File: src/rtl/suma_pkg.sv
// suma_pkg: shared FSM state type and default operand width for the serial adder
package suma_pkg;
    typedef enum logic [1:0] {IDLE, RUN, DONE} state_t;
    localparam int NBYTES_DEF = 4;
endpackage

File: src/rtl/suma_seq_ctrl_if.sv
// suma_seq_ctrl_if: command, operand-stream and sum-stream signals of the serial adder
// slave modport is the adder side, master modport is the requester side.
// ovf exists only when SUMA_SEQ_OVF_EN is defined.
interface suma_seq_ctrl_if;
    logic       start;
    logic       cin;
    logic       in_valid;
    logic       in_ready;
    logic [7:0] a_byte;
    logic [7:0] b_byte;
    logic       out_valid;
    logic       out_ready;
    logic [7:0] sum_byte;
    logic       out_last;
    logic       cout;
    logic       done;
    logic       busy;
`ifdef SUMA_SEQ_OVF_EN
    logic       ovf;
`endif
    modport slave (
        input  start, cin, in_valid, a_byte, b_byte, out_ready,
        output in_ready, out_valid, sum_byte, out_last, cout, done, busy
`ifdef SUMA_SEQ_OVF_EN
        , output ovf
`endif
    );
    modport master (
        output start, cin, in_valid, a_byte, b_byte, out_ready,
        input  in_ready, out_valid, sum_byte, out_last, cout, done, busy
`ifdef SUMA_SEQ_OVF_EN
        , input ovf
`endif
    );
endinterface

File: src/rtl/suma8_slice.sv
// suma8_slice: combinational 8-bit adder slice
// a, b, ci in; s sum, co carry out; c7 carry into bit 7 (only with SUMA_SEQ_OVF_EN).
module suma8_slice (
    input  logic [7:0] a,
    input  logic [7:0] b,
    input  logic       ci,
`ifdef SUMA_SEQ_OVF_EN
    output logic       c7,
`endif
    output logic [7:0] s,
    output logic       co
);
    logic c7_w;
    assign {c7_w, s[6:0]} = {1'b0, a[6:0]} + {1'b0, b[6:0]} + {7'd0, ci};
    assign {co, s[7]}     = {1'b0, a[7]} + {1'b0, b[7]} + {1'b0, c7_w};
`ifdef SUMA_SEQ_OVF_EN
    assign c7 = c7_w;
`endif
endmodule

File: src/rtl/suma_seq_ctrl.sv
// suma_seq_ctrl: byte-serial NBYTES-wide adder, LSB first, with valid/ready streams
// clk, rst_n (sync active-low); bus (slave): start/cin command, in_valid/in_ready/a_byte/b_byte
// operand stream, out_valid/out_ready/sum_byte/out_last sum stream, cout/done/busy status.
// SUMA_SEQ_OVF_EN adds bus.ovf, the signed overflow of the top byte, valid with done.
module suma_seq_ctrl
    import suma_pkg::*;
#(
    parameter int NBYTES = NBYTES_DEF
) (
    input  logic           clk,
    input  logic           rst_n,
    suma_seq_ctrl_if.slave bus
);
    localparam int CW = $clog2(NBYTES);
    localparam logic [CW-1:0] LAST = CW'(NBYTES - 1);

    state_t        state, state_nx;
    logic          carry;
    logic [CW-1:0] byte_cnt;
    logic [7:0]    sum_q, s;
    logic          co, out_valid_q, out_last_q, done_q, cout_q;
    logic          in_acc, out_acc, last, fin;
`ifdef SUMA_SEQ_OVF_EN
    logic          c7, ovf_top, ovf_q;
`endif

    assign in_acc  = bus.in_valid && bus.in_ready;
    assign out_acc = out_valid_q && bus.out_ready;
    assign last    = byte_cnt == LAST;
    // last sum byte leaves while in DONE: this is the completion event
    assign fin     = state == DONE && out_acc;

    suma8_slice u_slice (
        .a  (bus.a_byte),
        .b  (bus.b_byte),
        .ci (carry),
`ifdef SUMA_SEQ_OVF_EN
        .c7 (c7),
`endif
        .s  (s),
        .co (co)
    );

    always_ff @(posedge clk)
        state <= !rst_n ? IDLE : state_nx;

    always_comb begin
        state_nx = state;
        case (state)
            IDLE:    state_nx = bus.start ? RUN : IDLE;
            RUN:     state_nx = (in_acc && last) ? DONE : RUN;
            DONE:    state_nx = out_acc ? IDLE : DONE;
            default: state_nx = IDLE;
        endcase
    end

    // an input may be taken only when the output slot is free or draining this cycle
    always_comb begin
        bus.in_ready = rst_n && state == RUN && (!out_valid_q || bus.out_ready);
        bus.busy     = rst_n && state != IDLE;
    end

    always_ff @(posedge clk) begin
        if (!rst_n) begin
            carry       <= 1'b0;
            byte_cnt    <= '0;
            sum_q       <= '0;
            out_valid_q <= 1'b0;
            out_last_q  <= 1'b0;
            done_q      <= 1'b0;
            cout_q      <= 1'b0;
`ifdef SUMA_SEQ_OVF_EN
            ovf_top     <= 1'b0;
            ovf_q       <= 1'b0;
`endif
        end else begin
            done_q <= fin;
            cout_q <= fin && carry;
`ifdef SUMA_SEQ_OVF_EN
            ovf_q  <= fin && ovf_top;
`endif
            if (state == IDLE && bus.start) begin
                carry    <= bus.cin;
                byte_cnt <= '0;
            end
            if (in_acc) begin
                sum_q       <= s;
                carry       <= co;
                out_valid_q <= 1'b1;
                out_last_q  <= last;
                byte_cnt    <= last ? byte_cnt : byte_cnt + 1'b1;
`ifdef SUMA_SEQ_OVF_EN
                ovf_top     <= last ? (c7 ^ co) : ovf_top;
`endif
            end else if (out_acc) begin
                out_valid_q <= 1'b0;
                out_last_q  <= 1'b0;
            end
        end
    end

    assign bus.out_valid = out_valid_q;
    assign bus.sum_byte  = sum_q;
    assign bus.out_last  = out_last_q;
    assign bus.done      = done_q;
    assign bus.cout      = cout_q;
`ifdef SUMA_SEQ_OVF_EN
    assign bus.ovf       = ovf_q;
`endif
endmodule

File: src/flat_wrapper.sv
// flat-port wrapper written by rule: the top's interface ports become plain ports
module suma_seq_ctrl_flat import suma_pkg::*;
#(
    parameter int NBYTES = NBYTES_DEF
)
  (clk, rst_n, bus_start, bus_cin, bus_in_valid, bus_a_byte, bus_b_byte, bus_out_ready, bus_in_ready, bus_out_valid, bus_sum_byte, bus_out_last, bus_cout, bus_done, bus_busy);
  suma_seq_ctrl_if bus_i ();
  input  logic clk;
  input  logic rst_n;
  input wire logic [$bits(bus_i.start)-1:0] bus_start;
  input wire logic [$bits(bus_i.cin)-1:0] bus_cin;
  input wire logic [$bits(bus_i.in_valid)-1:0] bus_in_valid;
  input wire logic [$bits(bus_i.a_byte)-1:0] bus_a_byte;
  input wire logic [$bits(bus_i.b_byte)-1:0] bus_b_byte;
  input wire logic [$bits(bus_i.out_ready)-1:0] bus_out_ready;
  output wire logic [$bits(bus_i.in_ready)-1:0] bus_in_ready;
  output wire logic [$bits(bus_i.out_valid)-1:0] bus_out_valid;
  output wire logic [$bits(bus_i.sum_byte)-1:0] bus_sum_byte;
  output wire logic [$bits(bus_i.out_last)-1:0] bus_out_last;
  output wire logic [$bits(bus_i.cout)-1:0] bus_cout;
  output wire logic [$bits(bus_i.done)-1:0] bus_done;
  output wire logic [$bits(bus_i.busy)-1:0] bus_busy;
  assign bus_i.start = bus_start;
  assign bus_i.cin = bus_cin;
  assign bus_i.in_valid = bus_in_valid;
  assign bus_i.a_byte = bus_a_byte;
  assign bus_i.b_byte = bus_b_byte;
  assign bus_i.out_ready = bus_out_ready;
  assign bus_in_ready = bus_i.in_ready;
  assign bus_out_valid = bus_i.out_valid;
  assign bus_sum_byte = bus_i.sum_byte;
  assign bus_out_last = bus_i.out_last;
  assign bus_cout = bus_i.cout;
  assign bus_done = bus_i.done;
  assign bus_busy = bus_i.busy;
  suma_seq_ctrl #(.NBYTES(NBYTES)) u_core (.clk(clk), .rst_n(rst_n), .bus(bus_i));
endmodule
File: config.mk
export PLATFORM = sky130hd
export DESIGN_NAME = suma_seq_ctrl_flat
export DESIGN_NICKNAME = d
export VERILOG_FILES = /design/src/rtl/suma_pkg.sv /design/src/rtl/suma_seq_ctrl_if.sv /design/src/rtl/suma8_slice.sv /design/src/rtl/suma_seq_ctrl.sv /design/src/flat_wrapper.sv
export SDC_FILE = /design/constraint.sdc
export NUM_CORES = 1
export LEC_CHECK = 0
export BUFFER_PORTS_ARGS = -buffer_cell sky130_fd_sc_hd__buf_2
export CORE_MARGIN = 1
export CORE_UTILIZATION = 44
export CTS_CLUSTER_DIAMETER = 40
export CTS_CLUSTER_SIZE = 28
export DETAILED_ROUTE_END_ITERATION = 6
export PLACE_DENSITY = 0.78
export SYNTH_ARGS = -nofsm -noshare
export SYNTH_HDL_FRONTEND = slang
export SYNTH_HIERARCHICAL = 1
export SYNTH_SLANG_ARGS = --single-unit
File: constraint.sdc
create_clock -name clk -period 2.95 [get_ports clk]
set_clock_uncertainty 0.05 [all_clocks]
set_input_delay 0.1475 -clock clk [delete_from_list [all_inputs] [get_ports clk]]
set_output_delay 0.1475 -clock clk [all_outputs]
set_load 0.005 [all_outputs]
==> metrics.md, run 1 <==
| Metric | Value |
|---|---|
| PwrDens | `about 380 nW/µm²` |
| Buffers on Ports | `35` |
| Worst setup EP type | `flip-flop` |
| CORE AREA | `2250 µm²` |
| Clock insertion delay at the later pin of the skew report | `approximately 0.29 ns` |
| Top_reg_cell synth | `dfxtp_1` |
| Max-slew headroom | `approximately 65%` |
| Setup bufs post-CTS | `0` |
| Vias per cell | `5.48` |
| Worst EP required | `roughly 3.1 ns` |
| Leakage power | `around 0.6 nW` |
| DRT antenna net count | `0` |
| Post-synth EDFFs | `0` |
| Final Wtd Congestion | `approximately 0.75` |
| Share of cells above drive strength 1 | `around 29%` |
| CTS tree | `built` |
| Drt first pass iters | `4` |
| RR Endpoint | `u_core/bus.sum_byte[7]` |
| Total inserted antenna cells | `0` |
| Delay-heaviest family, CP | `compound AO/OA/AOI/OAI gates` |
| WHS Path Cells | `3` |
| Worst-path cell chain | `fa_1, a21oi_1, nor2b_1, a311o_2, a31oi_1, fa_1, inv_1, nand3_1, a21boi_0` |
| Sw Ratio | `~29%` |
| Routed WL | `~2500 µm` |
| Final period util | `between 80% and 90%` |
| Logic pwr share | `a little under a quarter` |
| Tot GR Track Use | `about 21%` |
| Net Sw Power | `around 0.14 mW` |
| Kind of critical path | `flip-flop to flip-flop` |
| First-pass GRT wire length | `a little over 4000 µm` |
| Reg2reg start | `u_core/carry` |
| Crit Path Max Fanout | `3` |
| Avg Inst Size Synth | `slightly below 9 µm²` |
| Register area share after synthesis | `31.8%` |
| Initial DRC Count | `13` |
| Seq cells post-synth | `17` |
| Syn-to-layout area delta | `20.5%` |
| Clock buffer count from CTS | `3` |
| WL/cell | `13.7 µm` |
| Initial Util | `~47%` |
| Synth async-reset ratio | `0%` |
| Area leader, netlist | `dfxtp_1` |
| Slew Limit Fails | `0` |
| Yosys warning total | `6` |
| Mapped Area | `1070 µm²` |
| Worst path most repeated cell | `fa_1` |
| Final Setup Violations | `0` |
| Top-area cell type share of the netlist area | `around a third` |
| Start point of the worst min-delay path | `bus_in_valid` |
| Post-layout util | `between 50 and 60%` |
| Worst hold endpoint | `u_core/state[1]` |
| CTS resizes | `0` |
| Largest net degree at the start of global routing | `21` |
| RSZ-0062 raised after global routing | `no` |
| DR DRC count | `0` |
| Slew @ Worst Pin | `0.528 ns` |
| Number of nets in the layout | `around 190` |
| CTS hold repair buffers | `0` |
| Reg power frac | `between 50% and 60%` |
| Overall power | `about 0.48 mW` |
| Total Neg Setup Slack | `0 ns` |
| Hold slack | `0.113 ns` |
| Maximum clock frequency | `just over 0.4 GHz` |
| Worst r2r path cells | `9` |
| Initial antenna violation count | `0` |
| Flop2flop setup slack | `roughly 0.47 ns` |
| CP peak stage delay | `about 0.44 ns` |
| Grt ovf | `0` |
| Mapped Cells | `120` |
| Mapped Nets | `~150` |
| Synth area leaders | `dfxtp_1 (32%), ha_1 (8.2%), a21boi_0 (6.3%)` |
| Synth unique cells | `38` |
| Clock buffer depth | `2` |
| Critical path buffer and inverter count | `1` |
| WP data arrival | `around 2.7 ns` |
| Via count | `around 1000` |
| Hold Crit Class | `input port to flip-flop` |
| Ports | `36` |
| Peak VDD IR | `between 0.2 and 0.3 mV` |
| Power Internal | `0.345 mW` |
| Post-route minimum period | `roughly 2.5 ns` |
| # clock sinks | `17` |
| Root Buffer | `clkbuf_4` |
| Final Hold Fails | `0` |
| Row count | `17` |
| Die ar. | `2630 µm²` |
| H-Tree Depth | `1` |
| DIE WIDTH | `approximately 51 µm` |
| DPL Wire Length | `~1800 µm` |
| Startpoint types | `flip-flop` |
| Clock-pin slew on the worst setup and hold paths | `around 0.11 ns` |
| Clock Power Share | `26.0%` |
| Outcome | `finished clean` |
| Max_cap viols | `0` |
| Die height | `roughly 51 µm` |
| CP max-delay cell | `fa_1` |
| Vias in the first global route | `about 960` |
## power groups by stage
stage	clock (mW)	sequential [mW]	combinational [mW]
after floorplan	0	0.247	0.0796
after global placement	0	0.247	0.112
after detailed placement	0	0.248	0.116
after CTS	0.128	0.242	0.116
after global routing	0.142	0.244	0.131
final	0.126	0.243	0.116
## worst max path at each step
stage / start / cells after the start / endpoint
global route: u_core/carry / 9 / u_core/bus.sum_byte[7]
finish: u_core/carry / 9 / u_core/bus.sum_byte[7]
CTS: u_core/carry / 9 / u_core/bus.sum_byte[7]
floorplan: u_core/carry / 9 / u_core/bus.sum_byte[7]
global placement: u_core/carry / 9 / u_core/bus.sum_byte[7]
detailed placement: u_core/carry / 9 / u_core/bus.sum_byte[7]
## Yosys cell counts (2+ instances only)
| cell | count |
|---|---|
| fa_1 | 3 |
| xnor2_1 | 2 |
| nand2_1 | 5 |
| and3_1 | 2 |
| nor3_1 | 2 |
| nand3_1 | 10 |
| mux2i_1 | 3 |
| and2b_1 | 2 |
| a21boi_1 | 3 |
| o21ai_0 | 10 |
| buf_2 | 3 |
| dfxtp_1 | 17 |
| a21oi_1 | 3 |
| o21a_1 | 2 |
| inv_1 | 9 |
| nor2b_1 | 5 |
| nor2_1 | 2 |
| clkbuf_1 | 3 |
| a21boi_0 | 9 |
| ha_1 | 7 |
## registers in the layout, indices dropped and copies added (netlist names)
name,count
u_core/state,2
u_core/byte_cnt,2
u_core/carry,1
u_core/bus.sum_byte,8
u_core/bus.cout,1
u_core/bus.out_valid,1
u_core/bus.out_last,1
u_core/bus.done,1
## cell usage in the layout (no fill, tap or decap), drive strengths merged
| master | n |
|---|---|
| a21boi | 12 |
| a21o | 1 |
| a21oi | 4 |
| a221oi | 1 |
| a311o | 1 |
| a31oi | 1 |
| and2 | 1 |
| and2b | 2 |
| and3 | 2 |
| and4 | 1 |
| and4b | 1 |
| buf | 36 |
| clkbuf | 3 |
| clkinv | 1 |
| dfxtp | 17 |
| fa | 3 |
| ha | 7 |
| inv | 9 |
| mux2 | 1 |
| mux2i | 3 |
| nand2 | 5 |
| nand2b | 1 |
| nand3 | 10 |
| nand4 | 1 |
| nand4b | 1 |
| nor2 | 2 |
| nor2b | 5 |
| nor3 | 2 |
| o211ai | 1 |
| o21a | 2 |
| o21ai | 10 |
| o31a | 1 |
| o31ai | 1 |
| or3 | 1 |
| or3b | 1 |
| xnor2 | 2 |
| xor2 | 1 |
## kinds of logic (layout without fill, tap and decap cells)
family                     count (synthesis)  after routing  synth area share [%]
buffers and inverters                     15             49                  5.61
and+or+nand+nor                           36             36                  20.0
adders and majority gates                 10             10                  13.8
AOI/OAI and AO/OA                         35             35                  22.1
xor gates and xnor gates                   3              3                  2.46
muxes                                      4              4                  4.21
DFF                                       17             17                  31.8
## worst register-to-register path, delay by kind of cell (launching register included)
family / cells / cell delay, ns
flops: 1 / 0.36
fa+ha+maj: 2 / 0.85
compound gates: 4 / 0.96
simple gates: 2 / 0.12
buf+inv: 1 / 0.06
## through the flow
| stage | instance area (µm²) | setup WS [ns] | cells |
|---|---|---|---|
| 2_1_floorplan | 1070 | 0.716 | 120 |
| 3_3_place_gp | 1260 | 0.609 | 178 |
| 5_1_grt | 1290 | 0.318 | 182 |
| 4_1_cts | 1290 | 0.489 | 182 |
| 3_5_place_dp | 1260 | 0.509 | 178 |
| 6_report | 1290 | 0.467 | 182 |
## layer usage
metal / global-route usage (%) / part of all wire, %
met4: 6.31 / 0
met1: 25.0 / 44
met2: 37.5 / 52
met5: 0 / 0
met3: 3.27 / 4.3
## cell type report
class                      instances  area, µm²
inverter                           9       33.8
sequential                        17        340
clock buffer                       3       22.5
tap                               28       35.0
timing repair buffer              36        183
multi-input combinational         88        669
fill                             230        966
clock inverter                     1       5.00
(Power assumes the default switching activity.)
==> inputs of run 2 (changes only) <==
--- a/config.mk
+++ b/config.mk
@@ -5,13 +5,14 @@
 export SDC_FILE = /design/constraint.sdc
 export NUM_CORES = 1
 export LEC_CHECK = 0
+export ABC_AREA = 1
 export BUFFER_PORTS_ARGS = -buffer_cell sky130_fd_sc_hd__buf_2
 export CORE_MARGIN = 1
 export CORE_UTILIZATION = 44
 export CTS_CLUSTER_DIAMETER = 40
 export CTS_CLUSTER_SIZE = 28
 export DETAILED_ROUTE_END_ITERATION = 6
-export PLACE_DENSITY = 0.78
+export PLACE_DENSITY = 0.81
 export SYNTH_ARGS = -nofsm -noshare
 export SYNTH_HDL_FRONTEND = slang
 export SYNTH_HIERARCHICAL = 1
==> constraint.sdc (replaced) <==
create_clock -name clk -period 2.2 [get_ports clk]
set_clock_uncertainty 0.05 [all_clocks]
set_input_delay 0.11 -clock clk [delete_from_list [all_inputs] [get_ports clk]]
set_output_delay 0.11 -clock clk [all_outputs]
set_load 0.005 [all_outputs]
==> metrics.md, run 2 <==
| Metric | Value |
|---|---|
| Outcome | `finished clean` |
| Tot GR Track Use | `20.0% (-0.75 points)` |
| Vias per cell | `5.00 (-8.7%)` |
| Synth async-reset ratio | `0% (unchanged)` |
| Synth area leaders | `dfxtp_1 (32%), nand2_1 (11%), ha_1 (8.1%)` |
| Clock buffer count from CTS | `3 (unchanged)` |
| Ports | `36 (unchanged)` |
| Power Internal | `0.460 mW (+33%)` |
| Commonest non-fill, non-tap cell in the layout | `buf_2` |
| Initial DRC Count | `17 (+4)` |
| Kind of critical path | `flip-flop to flip-flop` |
| Vias in the first global route | `986 (+3.1%)` |
| Maximum clock frequency | `0.514 GHz (+28%)` |
| CTS resizes | `0 (unchanged)` |
| Synth unique cells | `23 (-39%)` |
| Worst setup EP type | `flip-flop` |
| DPL Wire Length | `1810 µm (-2.3%)` |
| Clock buffer depth | `2 (unchanged)` |
| Final Hold Fails | `0 (unchanged)` |
| Total inserted antenna cells | `0 (unchanged)` |
| Slew @ Worst Pin | `0.399 ns (-0.128 ns)` |
| PwrDens | `528 nW/µm² (+40%)` |
| Initial antenna violation count | `0 (unchanged)` |
| Most frequent cells in the layout | `buf_2 (35), nand2_1 (31), inv_1 (21)` |
| Clock Power Share | `25.5% (-0.5 points)` |
| Mapped Nets | `176 (+16%)` |
| Crit Path Max Fanout | `3 (unchanged)` |
| Number of nets in the layout | `212 (+13%)` |
| Top-area cell type share of the netlist area | `31.7% (-0.15 points)` |
| Total Neg Setup Slack | `0 ns (unchanged)` |
| Mapped Area | `1070 µm² (+0.47%)` |
| Post-synth EDFFs | `0 (unchanged)` |
| WP data arrival | `2.12 ns (-0.53 ns)` |
| Buffers on Ports | `35 (unchanged)` |
| Routed WL | `2300 µm (-7.6%)` |
| CORE AREA | `2250 µm² (unchanged)` |
| DRT antenna net count | `0 (unchanged)` |
| Post-layout util | `56.4% (-0.78 points)` |
| Grt ovf | `0 (unchanged)` |
| Count leader, synth | `nand2_1` |
| Slew Limit Fails | `0 (unchanged)` |
| Multi-input gate area in the final layout | `611 µm² (-8.8%)` |
| Largest net degree at the start of global routing | `14 (-33%)` |
| Final Wtd Congestion | `0.782 (+4.0%)` |
| Sw Ratio | `31.5% (+2.6 points)` |
| Hold Crit Class | `input port to flip-flop` |
| Register area share after synthesis | `31.7% (-0.15 points)` |
| Avg Inst Size Synth | `7.46 µm² (-16%)` |
| Die ar. | `2640 µm² (+0.45%)` |
| Worst EP required | `2.38 ns (-0.74 ns)` |
| Final cell count without fillers | `207 (+14%)` |
| Top_reg_cell synth | `dfxtp_1` |
| Startpoint types | `flip-flop` |
| Root Buffer | `clkbuf_4` |
| Die height | `51.4 µm (+0.22%)` |
| Max reg flops | `8 (unchanged)` |
| Commonest cells in the netlist | `nand2_1 (31), inv_1 (21), dfxtp_1 (17)` |
| Reg area | `340 µm² (unchanged)` |
| Final Setup Violations | `0 (unchanged)` |
| Post-route minimum period | `1.95 ns (-0.536 ns)` |
| DIE WIDTH | `51.4 µm (+0.22%)` |
| Peak VDD IR | `0.415 mV (+63%)` |
| Seq cells post-synth | `17 (unchanged)` |
| Hold slack | `0.0387 ns (-0.0742 ns)` |
| Area leader, netlist | `dfxtp_1` |
| Setup bufs post-CTS | `0 (unchanged)` |
| Drt first pass iters | `4 (unchanged)` |
| Mapped Cells | `144 (+20%)` |
| Row count | `17 (unchanged)` |
| Leakage power | `0.659 nW (+6.6%)` |
| Max-slew headroom | `73.4% (+8.7 points)` |
| Fillers | `228 (-0.87%)` |
| Reg power frac | `48.6% (-1.4 points)` |
| H-Tree Depth | `1 (unchanged)` |
| Share of cells above drive strength 1 | `27.9% (-1.3 points)` |
| First-pass GRT wire length | `3970 µm (-3.0%)` |
| # clock sinks | `17 (unchanged)` |
| Clock insertion delay at the later pin of the skew report | `0.29 ns (about the same)` |
| Logic pwr share | `25.9% (+2.0 points)` |
| Syn-to-layout area delta | `18.3%` |
| DR DRC count | `0 (unchanged)` |
| Clock-pin slew on the worst setup and hold paths | `0.11 ns (about the same)` |
| Placed Cells | `203 (+14%)` |
| Final period util | `88.5% (+4.3 points)` |
| Initial Util | `47.7% (+0.22 points)` |
| RSZ-0062 raised after global routing | `no` |
| Net Sw Power | `0.211 mW (+51%)` |
| Yosys warning total | `6 (unchanged)` |
| WL/cell | `11.1 µm (-19%)` |
| CTS hold repair buffers | `0 (unchanged)` |
| Via count | `1035 (+3.8%)` |
| CTS tree | `built` |
| Max_cap viols | `0 (unchanged)` |
## run 2: cell types whose count changed in the layout (fill, tap and decap cells not counted), moves of 7 or more
cell and change:
nand2_1 +26, nor2_1 +8, inv_1 +12, a21oi_1 +11, o21ai_0 -7, a21boi_0 -9
## run 2: metal layers
| layer | wire, µm | GRT usage (%) |
|---|---|---|
| met3 | 68 | 3.57 |
| met2 | 1200 | 37.0 |
| met4 | 40 | 10.8 |
| met1 | 991 | 21.1 |
| met5 | 0 | 0 |
## run 2: worst max-delay path: stages (launching register included)
cell     delay [ns]
dfxtp_1        0.34
fa_1           0.39
nand2_1        0.08
nand2_1        0.07
nand3_2        0.08
nor2_1         0.04
nor2_1         0.12
fa_1           0.42
inv_1          0.06
nand3_1        0.06
a21oi_1        0.15
## run 2: path summary, 6_finish.rpt
kind	from	end	slack, ns	cells after the start
min	rst_n	u_core/byte_cnt[0]	0.04	3
min reg2reg	u_core/bus.sum_byte[0]	u_core/bus.sum_byte[0]	0.42	2
max reg2reg	u_core/carry	u_core/bus.sum_byte[7]	0.25	10
max	u_core/carry	u_core/bus.sum_byte[7]	0.25	10
## run 2: cells by family (layout without fill, tap and decap cells)
family | Yosys count | after routing | synth area share [%]
xor+xnor | 3 | 3 | 2.45
buf+inv | 26 | 61 | 11.5
simple gates | 69 | 69 | 31.1
flops | 17 | 17 | 31.7
fa+ha+maj | 10 | 10 | 13.7
compound gates | 19 | 19 | 9.55
## run 2: cell type report
class                      count  area share (%)
inverter                      22            6.50
multi-input combinational    101            48.0
timing repair buffer          35            13.8
tap                           28            2.76
clock buffer                   3            1.77
sequential                    17            26.8
clock inverter                 1           0.394
## run 2: per-stage QoR
step	area [µm²]	total power, mW	worst slack [ns]
3_3_place_gp	1240	0.499	0.343
3_5_place_dp	1240	0.505	0.285
5_1_grt	1270	0.715	0.142
6_report	1270	0.671	0.253
2_1_floorplan	1070	0.458	0.417
4_1_cts	1270	0.678	0.262
## run 2: power groups by stage
stage          Combinational, mW  Sequential, mW  Clock (mW)
5_1_grt                    0.200           0.327       0.188
4_1_cts                    0.173           0.326       0.178
2_1_floorplan              0.125           0.333           0
3_5_place_dp               0.172           0.333           0
6_report                   0.174           0.326       0.171
3_3_place_gp               0.167           0.332           0
==> inputs of run 3 (changes only) <==
--- a/config.mk
+++ b/config.mk
@@ -5,7 +5,6 @@
 export SDC_FILE = /design/constraint.sdc
 export NUM_CORES = 1
 export LEC_CHECK = 0
-export ABC_AREA = 1
 export BUFFER_PORTS_ARGS = -buffer_cell sky130_fd_sc_hd__buf_2
 export CORE_MARGIN = 1
 export CORE_UTILIZATION = 44
==> metrics.md, run 3 (synthesized netlist as in run 1, its figures left out) <==
| Metric | Value |
|---|---|
| Outcome | `finished, violations left` |
| Failing checks | `setup timing` |
| Buffers on Ports | `35 (unchanged)` |
| Root Buffer | `clkbuf_4` |
| Routed WL | `2510 µm (+9.0%)` |
| Crit. Startpoint | `u_core/carry` |
| Initial Util | `47.4% (-0.22 points)` |
| Worst setup EP type | `flip-flop` |
| CORE AREA | `2250 µm² (unchanged)` |
| Row count | `17 (unchanged)` |
| Clock buffer depth | `2 (unchanged)` |
| Max reg flops | `8 (unchanged)` |
| Drt first pass iters | `4 (unchanged)` |
| Startpoint types | `flip-flop` |
| CTS hold repair buffers | `0 (unchanged)` |
| Tot GR Track Use | `20.5% (+0.51 points)` |
| Vias in the first global route | `1042 (+5.7%)` |
| Kind of critical path | `flip-flop to flip-flop` |
| Worst EP required | `2.37 ns (about the same)` |
| Crit Path Max Fanout | `2 (-1)` |
| Die height | `51.3 µm (-0.22%)` |
| Start point of the worst min-delay path | `bus_in_valid` |
| Reg2reg start | `u_core/carry` |
| Share of cells above drive strength 1 | `35.4% (+7.5 points)` |
| Final Wtd Congestion | `0.730 (-6.7%)` |
| Peak VDD IR | `0.277 mV (-33%)` |
| Hold slack | `0.0777 ns (+0.0391 ns)` |
| Max_cap viols | `0 (unchanged)` |
| Largest net degree at the start of global routing | `21 (+7)` |
| Initial DRC Count | `8 (-9)` |
| Total inserted antenna cells | `0 (unchanged)` |
| Ports | `36 (unchanged)` |
| RR Endpoint | `u_core/bus.sum_byte[7]` |
| H-Tree Depth | `1 (unchanged)` |
| First-pass GRT wire length | `4110 µm (+3.5%)` |
| Initial antenna violation count | `0 (unchanged)` |
| Vias per cell | `5.45 (+9.0%)` |
| WHS Path Cells | `3 (unchanged)` |
| Grt ovf | `0 (unchanged)` |
| Fillers | `219 (-3.9%)` |
| Final Hold Fails | `0 (unchanged)` |
| Leakage power | `0.640 nW (-3.0%)` |
| CTS tree | `built` |
| Worst r2r path cells | `9 (-1)` |
| RSZ-0062 raised after global routing | `yes` |
| Hold Crit Class | `input port to flip-flop` |
| Via count | `1014 (-2.0%)` |
| Multi-input gate area in the final layout | `707 µm² (+16%)` |
| Number of nets in the layout | `191 (-9.9%)` |
| Clock-pin slew on the worst setup and hold paths | `0.09 ns (-0.02 ns)` |
| Most frequent cells in the layout | `buf_2 (35), dfxtp_1 (16), o21ai_0 (10)` |
| Slew @ Worst Pin | `0.518 ns (+0.119 ns)` |
| Flop2flop setup slack | `-0.05 ns (-0.30 ns)` |
| Total Neg Setup Slack | `-0.0510 ns (-0.0510 ns)` |
| Overall power | `0.667 mW (-0.57%)` |
| Reg area | `342 µm² (+0.37%)` |
| Clock buffer count from CTS | `3 (unchanged)` |
| DRT antenna net count | `0 (unchanged)` |
| Final period util | `102% (+14 points)` |
| WL/cell | `13.5 µm (+21%)` |
| Syn-to-layout area delta | `26.8%` |
| Max-slew headroom | `65.4% (-7.9 points)` |
| Final Setup Violations | `1 (+1)` |
| Maximum clock frequency | `0.444 GHz (-14%)` |
| DPL Wire Length | `1840 µm (+1.9%)` |
| Final worst setup slack | `-0.0510 ns (-0.304 ns)` |
| # clock sinks | `17 (unchanged)` |
| DR DRC count | `0 (unchanged)` |
| Design area | `1360 µm² (+6.7%)` |
| Worst hold endpoint | `u_core/state[1]` |
| Clock insertion delay at the later pin of the skew report | `0.28 ns (about the same)` |
| DIE WIDTH | `51.3 µm (-0.22%)` |
| Slew Limit Fails | `0 (unchanged)` |
| Dpl cell area | `1290 µm² (+3.7%)` |
| WP data arrival | `2.42 ns (+0.30 ns)` |
| Post-route minimum period | `2.25 ns (+0.304 ns)` |
| Commonest non-fill, non-tap cell in the layout | `buf_2` |
| PwrDens | `492 nW/µm² (-6.8%)` |
| Die ar. | `2630 µm² (-0.45%)` |
==> run 3: where the power goes <==
group / leakage (nW) / total (mW) / switching [mW] / internal (mW)
sequential: 0.138 / 0.325 / 0.00706 / 0.318
combinational: 0.487 / 0.180 / 0.0896 / 0.0903
clock: 0.0150 / 0.163 / 0.0922 / 0.0703
==> run 3: worst max path at each step <==
stage	to	slack, ns
floorplan	u_core/bus.sum_byte[7]	0.01
global placement	u_core/bus.sum_byte[7]	-0.07
detailed placement	u_core/bus.sum_byte[7]	-0.14
CTS	u_core/bus.sum_byte[7]	-0.04
global route	u_core/bus.sum_byte[7]	-0.11
finish	u_core/bus.sum_byte[7]	-0.05
==> run 3: stage by stage <==
stage	util [%]	setup WS [ns]	cells
after global placement	57.2	-0.0700	181
after global routing	60.2	-0.112	186
after floorplan	-	0.00956	120
after detailed placement	57.2	-0.137	181
final	60.2	-0.0510	186
after CTS	59.1	-0.0356	185
==> run 3: final cells by class <==
cell class / count / share of cell area [%]
tap: 28 / 2.58
clock buffer: 4 / 1.94
multi-input combinational: 88 / 52.1
timing repair buffer: 40 / 15.7
inverter: 9 / 2.49
sequential: 17 / 25.2
==> run 3: layer usage <==
layer  vias to the layer above  share of wire [%]  GRT usage, %
li1                        501                  -             -
met1                       485                 42          21.4
met2                        26                 53          40.1
met3                         2                4.6          2.68
met4                         0               0.48          9.01
met5                         -                  0             0
==> run 3: repair_timing <==
item,in CTS,in global routing
pin swaps,3,1
setup endpoints to repair,2,2
setup buffers,0,1
gates resized for setup,5,4
==> run 3: worst max-delay path: stages (launching register included) <==
cell	delay (ns)
dfxtp_2	0.34
fa_2	0.35
a21oi_2	0.15
nor2b_2	0.06
a311o_2	0.40
a31oi_4	0.14
fa_1	0.43
inv_1	0.08
nand3_2	0.06
a21boi_2	0.14
